<file path="src/rtl/hazard_ctrl.sv">
// hazard_ctrl -- pipeline hazard controller for the 5-stage MIPS core.
//
// Generates the hold/bubble/flush controls for PC, IF/ID and ID/EX.
// Three hazard sources are handled, in priority order:
//   - A multi-cycle data-memory access in MEM freezes the whole pipeline.
//   - A load-use dependency inserts a bubble.
//   - A taken branch flushes IF/ID.
// Two saturating counters record how many cycles were spent frozen and
// how many cycles were spent bubbling.
//
// Parameters:
//   MEM_LAT  data-memory access latency in cycles (>=1)
//   CNT_W    width of each statistics counter
//
// Ports:
//   clk_i             clock, rising edge
//   rst_i             asynchronous reset, active low
//   IFID_RegAddrRs_i  rs of the instruction in ID
//   IFID_RegAddrRt_i  rt of the instruction in ID
//   IDEX_MemRead_i    MemRead of the instruction in EX
//   IDEX_RegAddrRt_i  rt (load destination) of the instruction in EX
//   EXMEM_MemRead_i   MemRead of the instruction in MEM
//   EXMEM_MemWrite_i  MemWrite of the instruction in MEM
//   Branch_taken_i    branch resolved taken in ID this cycle
//   PCWrite_o         1 = PC updates
//   IFID_Write_o      1 = IF/ID register loads
//   IFID_Flush_o      1 = IF/ID loads a NOP
//   Bubble_o          1 = ID/EX loads all-zero control fields
//   Stall_o           1 = ID/EX and EX/MEM hold their contents
//   Busy_o            controller is waiting on a memory access
//   FreezeCnt_o       number of cycles with Stall_o=1 (saturating)
//   BubbleCnt_o       number of cycles with Bubble_o=1 (saturating)
module hazard_ctrl #(
  parameter int MEM_LAT = 3,
  parameter int CNT_W   = 16
) (
  input  logic             clk_i,
  input  logic             rst_i,
  input  logic [4:0]       IFID_RegAddrRs_i,
  input  logic [4:0]       IFID_RegAddrRt_i,
  input  logic             IDEX_MemRead_i,
  input  logic [4:0]       IDEX_RegAddrRt_i,
  input  logic             EXMEM_MemRead_i,
  input  logic             EXMEM_MemWrite_i,
  input  logic             Branch_taken_i,
  output logic             PCWrite_o,
  output logic             IFID_Write_o,
  output logic             IFID_Flush_o,
  output logic             Bubble_o,
  output logic             Stall_o,
  output logic             Busy_o,
  output logic [CNT_W-1:0] FreezeCnt_o,
  output logic [CNT_W-1:0] BubbleCnt_o
);

  localparam int                CW       = $clog2(MEM_LAT) + 1;
  localparam logic [CW-1:0]     CNT_LOAD = CW'(MEM_LAT - 1);
  localparam logic [CW-1:0]     CNT_ONE  = CW'(1);
  localparam logic [CNT_W-1:0]  STAT_MAX = '1;
  localparam bit                CAN_FREEZE = (MEM_LAT > 1);

  typedef enum logic {
    ST_RUN  = 1'b0,
    ST_WAIT = 1'b1
  } state_t;

  state_t        state_q, state_d;
  logic [CW-1:0] cnt_q, cnt_d;

  logic memop;
  logic freeze;
  logic load_use;

  assign memop = EXMEM_MemRead_i | EXMEM_MemWrite_i;

  // A zero destination never creates a dependency since $zero is constant.
  assign load_use = IDEX_MemRead_i && (IDEX_RegAddrRt_i != 5'd0) &&
                    ((IDEX_RegAddrRt_i == IFID_RegAddrRs_i) ||
                     (IDEX_RegAddrRt_i == IFID_RegAddrRt_i));

  always_ff @(posedge clk_i or negedge rst_i) begin
    if (!rst_i) begin
      state_q <= ST_RUN;
      cnt_q   <= '0;
    end else begin
      state_q <= state_d;
      cnt_q   <= cnt_d;
    end
  end

  // The access is detected in RUN and frozen for MEM_LAT-1 cycles; the final
  // WAIT cycle (cnt==1) is the release cycle where the pipe advances. memop is
  // not looked at in WAIT so a held access cannot retrigger itself.
  always_comb begin
    state_d      = state_q;
    cnt_d        = cnt_q;
    freeze       = 1'b0;
    PCWrite_o    = 1'b1;
    IFID_Write_o = 1'b1;
    IFID_Flush_o = 1'b0;
    Bubble_o     = 1'b0;
    Stall_o      = 1'b0;
    Busy_o       = 1'b0;

    unique case (state_q)
      ST_RUN: begin
        if (memop && CAN_FREEZE) begin
          freeze  = 1'b1;
          state_d = ST_WAIT;
          cnt_d   = CNT_LOAD;
        end
      end
      ST_WAIT: begin
        if (cnt_q > CNT_ONE) begin
          freeze = 1'b1;
          cnt_d  = cnt_q - CNT_ONE;
        end else begin
          state_d = ST_RUN;
          cnt_d   = '0;
        end
      end
      default: begin
        state_d = ST_RUN;
        cnt_d   = '0;
      end
    endcase

    // While reset is held the pipeline runs freely regardless of the inputs.
    if (rst_i) begin
      Busy_o = (state_q == ST_WAIT);
      if (freeze) begin
        Stall_o      = 1'b1;
        PCWrite_o    = 1'b0;
        IFID_Write_o = 1'b0;
      end else if (load_use) begin
        Bubble_o     = 1'b1;
        PCWrite_o    = 1'b0;
        IFID_Write_o = 1'b0;
      end else if (Branch_taken_i) begin
        IFID_Flush_o = 1'b1;
      end
    end
  end

  always_ff @(posedge clk_i or negedge rst_i) begin
    if (!rst_i) begin
      FreezeCnt_o <= '0;
      BubbleCnt_o <= '0;
    end else begin
      if (Stall_o && (FreezeCnt_o != STAT_MAX)) begin
        FreezeCnt_o <= FreezeCnt_o + CNT_W'(1);
      end
      if (Bubble_o && (BubbleCnt_o != STAT_MAX)) begin
        BubbleCnt_o <= BubbleCnt_o + CNT_W'(1);
      end
    end
  end

endmodule
</file>
<file path="config.mk">
export PLATFORM = sky130hd
export DESIGN_NAME = hazard_ctrl
export DESIGN_NICKNAME = d
export VERILOG_FILES = /design/src/rtl/hazard_ctrl.sv
export SDC_FILE = /design/constraint.sdc
export NUM_CORES = 1
export LEC_CHECK = 0
export ABC_AREA = 1
export CORE_UTILIZATION = 26
export CTS_BUF_LIST = sky130_fd_sc_hd__clkbuf_8
export DETAILED_ROUTE_END_ITERATION = 6
export SYNTH_ARGS = -nofsm -noshare
export SYNTH_HDL_FRONTEND = slang
export SYNTH_SLANG_ARGS = --single-unit
</file>
<file path="constraint.sdc">
create_clock -name clk_i -period 1.6 [get_ports clk_i]
set_input_delay 0.24 -clock clk_i [delete_from_list [all_inputs] [get_ports clk_i]]
set_output_delay 0.24 -clock clk_i [all_outputs]
set_load 0.01 [all_outputs]
</file>
* Yosys cells after proc, flatten, opt, wreduce, memory -nomap -nowiden *
Index checks and enable logic that the tools add are counted.

storage, ports and cells
  flip-flop bits (word level) = 36
  latch bits = 0
  memory bits (writable) = 0
  memory bits (read-only) = 0
  input port bits = 21
  output and inout bits = 38
  logic and storage cells = 40
  memories kept = 0

cells by class
  $add $sub $neg = 3
  multiply operators = 0
  divide/modulo/power cells = 0
  order comparisons = 1
  equal/unequal tests = 5
  shifts and indexed selects = 0
  multiplexer cells = 19
  bitwise operators = 2
  reduce and logical (&&, ||, !) cells = 6

operators by type and width
  cell                     count
  $add A16 B1 Y16 const B  2
  $ne A16 B16 Y1 const B   2
  $mux W1                  15
  $eq A5 B5 Y1             2
  $mux W3                  2
  $pmux W3 S2              1
  $reduce_bool A5 Y1       1
  $logic_and A1 B1 Y1      4
  $gt A3 B1 Y1 const B     1
  $sub A3 B1 Y3 const B    1
  $ne A2 B2 Y1 const B     1
  $pmux W1 S2              1
  $logic_or A1 B1 Y1       1
  $not A1 Y1               1
  $or A1 B1 Y1             1

* Depth between registers and ports, before layout *
Gate-level depths: netlist of run 1.

  depth after elaboration = 7
  gate-level depth with buffers = 12
  gate-level depth less buffers = 12

* Least setup slack after synthesis of run 1 *
No wires, ideal clock.

  path kind = register -> register
  from = reg FreezeCnt_o[0]
  to = reg FreezeCnt_o[3]
  setup time = 0.123 ns
  data arrival time = 1.530 ns
  path slack = -0.053 ns
  stages on the path, launching flop included = 12
  path buffers = 1
  path through = dfrtp_1 > ha_1 > nand3_2 > nor2_4 > nand2_1 > nor2_2 > nand2_1 > nand2_4 > inv_2 > buf_6 > nand3_1 > nand2_1

between the ends
  word-level cells in the longest chain between the ends = 2
  elaborated cells between the ends (all ways) = 3
  classes of those cells = 1 x add/sub; 1 x eq/ne; 1 x reduce/logical

RTL lines
  what                                                                     line  RTL
  from (decl)                                                              52    output logic [CNT_W-1:0] FreezeCnt_o,
  from (signal assigned)                                                   151   FreezeCnt_o <= FreezeCnt_o + CNT_W'(1);
  parallel branches: the longest is 2 deep, another holds $add A16 B1 Y16  --

Several ways; the timed one is not identified.
A chain may end at the register's enable or synchronous reset.

* Worst setup path in the final report of run 1 *
  from = reg cnt_q[0]
  to = out IFID_Flush_o

between the ends
  word-level cells in the longest chain between the ends = 5

RTL lines
  what                    line  RTL
  from (decl)             68    logic [CW-1:0] cnt_q, cnt_d;
  from (signal assigned)  87    cnt_q <= cnt_d;
  $gt A3 B1 Y1            114   if (cnt_q > CNT_ONE) begin
  $mux W1                 114
  $pmux W1 S2             105   unique case (state_q)
  via freeze              71    logic freeze;
  $mux W1                 131   if (freeze) begin
  $mux W1                 129   if (rst_i) begin
  to (decl)               48    output logic IFID_Flush_o,

The timed path passes the listed nets, and every way through them passes these cells.

==> impl_metrics.tcl, run 1 <==
set metrics [dict create \
    status "finished with violations" \
    violations "setup timing" \
    place_congestion 0.834 \
    busiest_layer "met2" \
    relSlewSlack_pct 72.0 \
    die_y_um 96.9 \
    antenna_found_initial 0 \
    post-route-util_pct 41.4 \
    crit_slowest_cell "dfrtp_1" \
    grt_pass1_vias 2183 \
    cts_tree "done" \
    cts.clk_slew.worst_paths_ns 0.08 \
    routed_via_density 4.43 \
    seq_area_um2 906 \
    use_met2_pct 20.7 \
    synth.top_cell.area_share_pct 38.5 \
    preCtsSetupSlack_ns -0.676 \
    final.min_clock_period_ns 1.73 \
    wl_um 6330 \
    critPathCaptureType "output port" \
    start_util_pct 26.9 \
    grt_first_pass_wirelength_um 9960 \
    worst-r2r-setup-slack_ns -0.11 \
    crit_chain "inv_2 -> nand3_2 -> nand3_4 -> nand2_4 -> nor2_4 -> nand2_1 -> nor2_1 -> buf_2" \
    setup_violations 24 \
    netlist_area_um2 2340 \
    yosys.area.top_type "dfrtp_1" \
    ys_warn_count 0 \
    timing.rr.end "FreezeCnt_o[7]$_DFFE_PN0P_" \
    port_buffers 58 \
    worst_slew_pin_slew_ns 0.417 \
    fin_cells 546 \
    place.detailed.hpwl_um 4560 \
    met1_usage_pct 17.6 \
    drv_slew 0 \
    cts_buffers 5 \
    syn_avg_cell_area_um2 7.10 \
    grt_start_max_net_pins 30 \
    synthToLayoutAreaGrowth_pct 54.3 \
    drtAntennaViolNets 0 \
    fp.dieW_um 96.9 \
    rows 34 \
    powerDensity_nw_per_um2 991 \
    hold_violations 0 \
    hold_path.class "in -> async" \
    setup.worst_path.start "cnt_q[0]$_DFFE_PN0P_" \
    path_depth 8 \
    grt_use_met3_pct 2.17 \
    drcViolationCount 0 \
    initialDrtViolationCount 115 \
    clock_latency_ns 0.29 \
    ys_seq_area_share_pct 38.5 \
    num_vias 2420 \
    worstSetupStartpointType "flop" \
    leakagePower_nw 1.79 \
    endpoint "IFID_Flush_o" \
    critical_path_class "reg -> out" \
    fillers 894 \
    synthCells 330 \
    critPathArrivalTime_ns 1.49 \
    reg2reg_depth 12 \
    path_delay_family "simple AND/OR/NAND/NOR gates" \
    ys_top_cells_by_area "dfrtp_1 (38%), nand2_1 (20%), inv_1 (6.6%), xor2_1 (5.6%), nand3_1 (4.7%)" \
    fin_ws_ns -0.132 \
    rsz0062_at_grt "yes" \
    peakVddDrop_uv 600 \
    diodes 0 \
    multi_input_area_um2 1340 \
    grt_overflow 0 \
    cts.sinks 36 \
    final_cell_mix "nand2_1 (124), inv_1 (37), buf_4 (37), clkdlybuf4s50_1 (36), dfrtp_1 (32)" \
    die-area_um2 9390 \
    clock_path_buffers 2 \
    final_nets 462 \
    r2r_start "cnt_q[0]$_DFFE_PN0P_" \
    dp_cells 531 \
    worst-path-buf-inv 2 \
    boundaryPins 59 \
    crit_path_max_fanout 3 \
    ys_seq_elements 36 \
    final_common_cell "nand2_1" \
    drt_pass1_iterations 4 \
    cpPeakStageDelay_ns 0.43 \
    layout-drive-gt1-share_pct 21.5 \
    fin_crit_sh_pct 108 \
    h-tree-depth 2 \
    wl_per_cell_um 11.6 \
    ys_types 27 \
    grt_usage_pct 12.9 \
    clock_skew_ns 0.00496 \
    syn_nets 355 \
    required_ns 1.36 \
    cap_violations 0 \
    fp.coreArea_um2 8720 \
    fmax_mhz 577 \
    cts-root-buf "clkbuf_8" \
]
## power breakdown
group          switching (W)  internal, W
Clock               0.000338     0.000456
Sequential          0.000126      0.00104
Combinational       0.000791     0.000828
Total                0.00125      0.00233
## metal layers
layer,wire [µm],up-vias
met2,2860,64
met3,273,8
met1,3130,1104
met5,0,-
li1,-,1244
met4,65,0
## worst min-delay path by stage
stage | endpoint | start | cells after the start
floorplan | BubbleCnt_o[0]$_DFFE_PN0P_ | rst_i | 0
global placement | BubbleCnt_o[12]$_DFFE_PN0P_ | rst_i | 2
detailed placement | BubbleCnt_o[12]$_DFFE_PN0P_ | rst_i | 2
CTS | FreezeCnt_o[12]$_DFFE_PN0P_ | rst_i | 3
global route | FreezeCnt_o[12]$_DFFE_PN0P_ | rst_i | 3
finish | BubbleCnt_o[3]$_DFFE_PN0P_ | rst_i | 2
## per-stage QoR
step	TNS [ns]	hold WS (ns)	power [W]	cell area (µm²)
6_report	-1.21	0.00988	0.00358	3610
5_1_grt	-4.44	0.0200	0.00382	3610
3_5_place_dp	-14.06	0.210	0.00254	3320
2_1_floorplan	-0.318	-0.0556	0.00182	2350
4_1_cts	-2.08	0.0137	0.00343	3500
3_3_place_gp	-13.25	0.210	0.00253	3320
## layout make-up
type                            instances  share of cell area, %
Multi-Input combinational cell        245                   37.0
Timing Repair Buffer                  103                   26.0
Sequential cell                        36                   25.1
Inverter                               45                   5.02
Tap cell                              108                   3.74
Clock buffer                            5                   1.90
Clock inverter                          3                   1.07
Timing Repair inverter                  1                  0.242
## cell usage after synthesis (all sizes together)
cell type  count
nand3         24
o21ai         13
xnor2         11
dfrtp         36
nand3b         1
ha             4
and3b          1
a21oi          1
buf            5
nor3          12
nand4          6
o22ai          1
nor2          26
nand2        129
inv           45
xor2          15
## repair_timing
item	in CTS	in global routing
buffers inserted	2	2
hold buffers	1	0
cloned	0	2
hold endpoints to repair	4	0
pin swaps	11	5
resized for setup	60	22
setup endpoints to repair	38	42
## kinds of logic (layout without fill, tap and decap cells)
family | after synthesis | in the layout | share of synthesized area, %
and+or+nand+nor | 199 | 200 | 37.2
xor gates and xnor gates | 26 | 26 | 9.72
buffers and inverters | 50 | 157 | 9.19
AOI/OAI and AO/OA | 15 | 15 | 3.26
adders and majority gates | 4 | 4 | 2.14
DFF | 36 | 36 | 38.5
## sequential cells by signal (all words and copies together) (netlist names)
name	count
BubbleCnt_o	16
FreezeCnt_o	16
cnt_q	3
state_q	1
Power figures use the tool's default switching activity.
==> inputs of run 2 (changes only) <==
--- a/config.mk
+++ b/config.mk
@@ -5,7 +5,6 @@
 export SDC_FILE = /design/constraint.sdc
 export NUM_CORES = 1
 export LEC_CHECK = 0
-export ABC_AREA = 1
 export CORE_UTILIZATION = 26
 export CTS_BUF_LIST = sky130_fd_sc_hd__clkbuf_8
 export DETAILED_ROUTE_END_ITERATION = 6
==> run 2 against run 1 <==
Against the previous run: combinational power increased by 23%; first-iteration DRC count decreased by 58%; critical endpoint is now FreezeCnt_o[1]$_DFFE_PN0P_; critical path depth increased by 1; fmax decreased by 14%; die area decreased by 12%; register-to-register slack got worse by 0.30 ns; the flow still finishes with violations (setup timing); via count decreased by 21%; synthesized cell count decreased by 43%; final cell count decreased by 23%; wire length decreased by 11%.
==> impl_metrics.tcl, run 2 <==
set metrics [dict create \
    status "finished with violations" \
    violations "setup timing" \
    syn_avg_cell_area_um2 10.8 \
    grt_pass1_vias 2020 \
    cts.clk_slew.worst_paths_ns 0.07 \
    crit_slowest_cell "dfrtp_1" \
    routed_via_density 4.57 \
    drv_slew 0 \
    synthFlopType "dfrtp_1" \
    cap_violations 0 \
    final_common_cell "buf_4" \
    drtAntennaViolNets 0 \
    powerDensity_nw_per_um2 1030 \
    fin_crit_sh_pct 125 \
    fin_cells 420 \
    post-route-util_pct 49.4 \
    antenna_found_initial 0 \
    clock_skew_ns 0.00293 \
    grt_overflow 0 \
    ys_warn_count 0 \
    start_util_pct 27.6 \
    fin_ws_ns -0.408 \
    cts_tree "done" \
    rsz0062_at_grt "yes" \
    wl_um 5660 \
    initialDrtViolationCount 48 \
    boundaryPins 59 \
    clock_latency_ns 0.30 \
    drcViolationCount 0 \
    h-tree-depth 2 \
    synth.top_cell.area_share_pct 44.1 \
    ys_seq_elements 36 \
    worstSetupStartpointType "flop" \
    peakVddDrop_uv 401 \
    grt_first_pass_wirelength_um 9470 \
    layout-drive-gt1-share_pct 40.2 \
    crit_chain "inv_2 -> ha_4 -> o21bai_4 -> a211o_1 -> buf_6 -> a41oi_4 -> buf_6 -> buf_4 -> mux2_4" \
    ys_async_sr_fraction_pct 100 \
    syn_nets 214 \
    synthToLayoutAreaGrowth_pct 79.1 \
    fp.dieW_um 90.7 \
    hold_violations 0 \
    cts_buffers 5 \
    critical_path_class "reg -> reg" \
    place.detailed.hpwl_um 3980 \
    yosys.area.top_type "dfrtp_1" \
    worst_slew_pin_slew_ns 0.411 \
    synth-edff-count 0 \
    fp.coreArea_um2 7410 \
    setup_violations 37 \
    worst-r2r-setup-slack_ns -0.41 \
    clock_path_buffers 2 \
    relSlewSlack_pct 72.6 \
    fmax_mhz 498 \
    ys_types 44 \
    dp_cells 399 \
    wl_per_cell_um 13.5 \
    reg.largest.list "BubbleCnt_o x16, FreezeCnt_o x16, cnt_q x3" \
    final_nets 345 \
    final.min_clock_period_ns 2.01 \
    leakagePower_nw 1.82 \
    netlist_area_um2 2040 \
    die_y_um 90.7 \
    whs_ns 0.0271 \
    diodes 0 \
    cts.sinks 36 \
    port_buffers 58 \
    preCtsSetupSlack_ns -0.849 \
    ys_top_cells_by_area "dfrtp_1 (44%), xnor2_1 (15%), nand3_1 (3.9%), nand4_1 (3.7%), and3_1 (3.1%)" \
    hold_path.class "in -> async" \
    place_congestion 0.735 \
    grt_start_max_net_pins 32 \
    die-area_um2 8220 \
    synthCells 189 \
    grt_usage_pct 14.6 \
    cpPeakStageDelay_ns 0.37 \
    placed_area_um2 3260 \
    drt_pass1_iterations 4 \
    stdcell_area_um2 3660 \
    final_cell_mix "buf_4 (62), dfrtp_1 (35), xnor2_1 (29), clkdlybuf4s50_1 (26), dlymetal6s2s_1 (16)" \
    crit_path_max_fanout 3 \
    fillers 695 \
    rows 31 \
    critPathCaptureType "flop" \
    ys_seq_area_share_pct 44.1 \
    required_ns 1.78 \
    cts-root-buf "clkbuf_8" \
    path_common_cell "buf_6" \
    num_vias 1919 \
    synth_commonest_cells "dfrtp_1 (36), xnor2_1 (36), nand3_1 (16), nand4_1 (12), and3_1 (10)" \
    critPathArrivalTime_ns 2.19 \
]
## run 2: cell types whose count changed after synthesis, moves of 11 or more
cell     previous run  this run
nand2_1           127         8
inv_1              41         7
xnor2_1            11        36
nor2_1             22         6
xor2_1             15         4
## run 2: repair_timing
action,4_1_cts,5_1_grt
buffers inserted,9,3
endpoints found under the hold margin,5,0
hold buffers,1,0
endpoints found under the setup margin,41,44
resized for setup,52,34
pin swaps,24,28
cloned,1,1
## run 2: worst max-delay path: cells and delay by family, from the launching register on
family / cells / cell delay (ns)
AO/OA/AOI/OAI: 3 / 0.65
adder cells (fa/ha/maj): 1 / 0.16
buffers and inverters: 4 / 0.43
flip-flops: 1 / 0.37
multiplexers: 1 / 0.28
## run 2: per-stage QoR
stage	power, W	setup TNS, ns
after floorplan	0.00199	-6.14
after global placement	0.00275	-16.66
after detailed placement	0.00279	-17.28
after CTS	0.00372	-10.92
after global routing	0.00403	-15.29
final	0.00378	-11.21
## run 2: kinds of logic (layout without fill, tap and decap cells)
kind of cell / Yosys count / count (layout) / share of synthesized area [%]
AND/OR/NAND/NOR: 79 / 79 / 24.7
XOR/XNOR: 40 / 40 / 17.1
flip-flops: 36 / 36 / 44.1
AO/OA/AOI/OAI: 15 / 15 / 7.47
buffers and inverters: 13 / 145 / 2.88
adder cells (fa/ha/maj): 4 / 4 / 2.45
multiplexers: 2 / 2 / 1.28
## run 2: cell type report
type                    count  area (µm²)  area share (%)
well taps                  99         124            3.38
inverters                   7        26.3           0.717
clock buffers               5        68.8            1.88
repair buffers            130        1180            32.1
flip-flops and latches     36         902            24.6
multi-input cells         140        1350            36.9
clock inverters             3        12.5           0.342
## run 2: routing by layer
| metal | vias up | global-route usage [%] | wire length, µm | share of wire [%] |
|---|---|---|---|---|
| met2 | 61 | 24.1 | 2750 | 49 |
| li1 | 942 | - | - | - |
| met3 | 9 | 4.71 | 327 | 5.8 |
| met1 | 907 | 18.5 | 2480 | 44 |
| met5 | - | 0 | 0 | 0 |
| met4 | 0 | 3.23 | 94 | 1.7 |
## run 2: where the power goes
group / switching [W] / internal, W
sequential: 0.0000939 / 0.00105
clock: 0.000345 / 0.000293
combinational: 0.000893 / 0.00110
total: 0.00133 / 0.00245
## run 2: path summary, 6_finish.rpt
check | start | endpoint | cells after the start
worst max-delay path | cnt_q[1]$_DFFE_PN0P_ | FreezeCnt_o[1]$_DFFE_PN0P_ | 9
worst min-delay path | rst_i | FreezeCnt_o[14]$_DFFE_PN0P_ | 2
worst max register to register | cnt_q[1]$_DFFE_PN0P_ | FreezeCnt_o[1]$_DFFE_PN0P_ | 9
worst min register to register | FreezeCnt_o[14]$_DFFE_PN0P_ | FreezeCnt_o[14]$_DFFE_PN0P_ | 1
max in group asynchronous | rst_i | BubbleCnt_o[12]$_DFFE_PN0P_ | 3
min in group clk_i | EXMEM_MemWrite_i | cnt_q[0]$_DFFE_PN0P_ | 4
==> inputs of run 3 (changes only) <==
--- a/config.mk
+++ b/config.mk
@@ -8,6 +8,7 @@
 export CORE_UTILIZATION = 26
 export CTS_BUF_LIST = sky130_fd_sc_hd__clkbuf_8
 export DETAILED_ROUTE_END_ITERATION = 6
+export SLEW_MARGIN = 5
 export SYNTH_ARGS = -nofsm -noshare
 export SYNTH_HDL_FRONTEND = slang
 export SYNTH_SLANG_ARGS = --single-unit
==> results of run 3 <==
Final layout, timing and power as in run 2 (identical DEF).
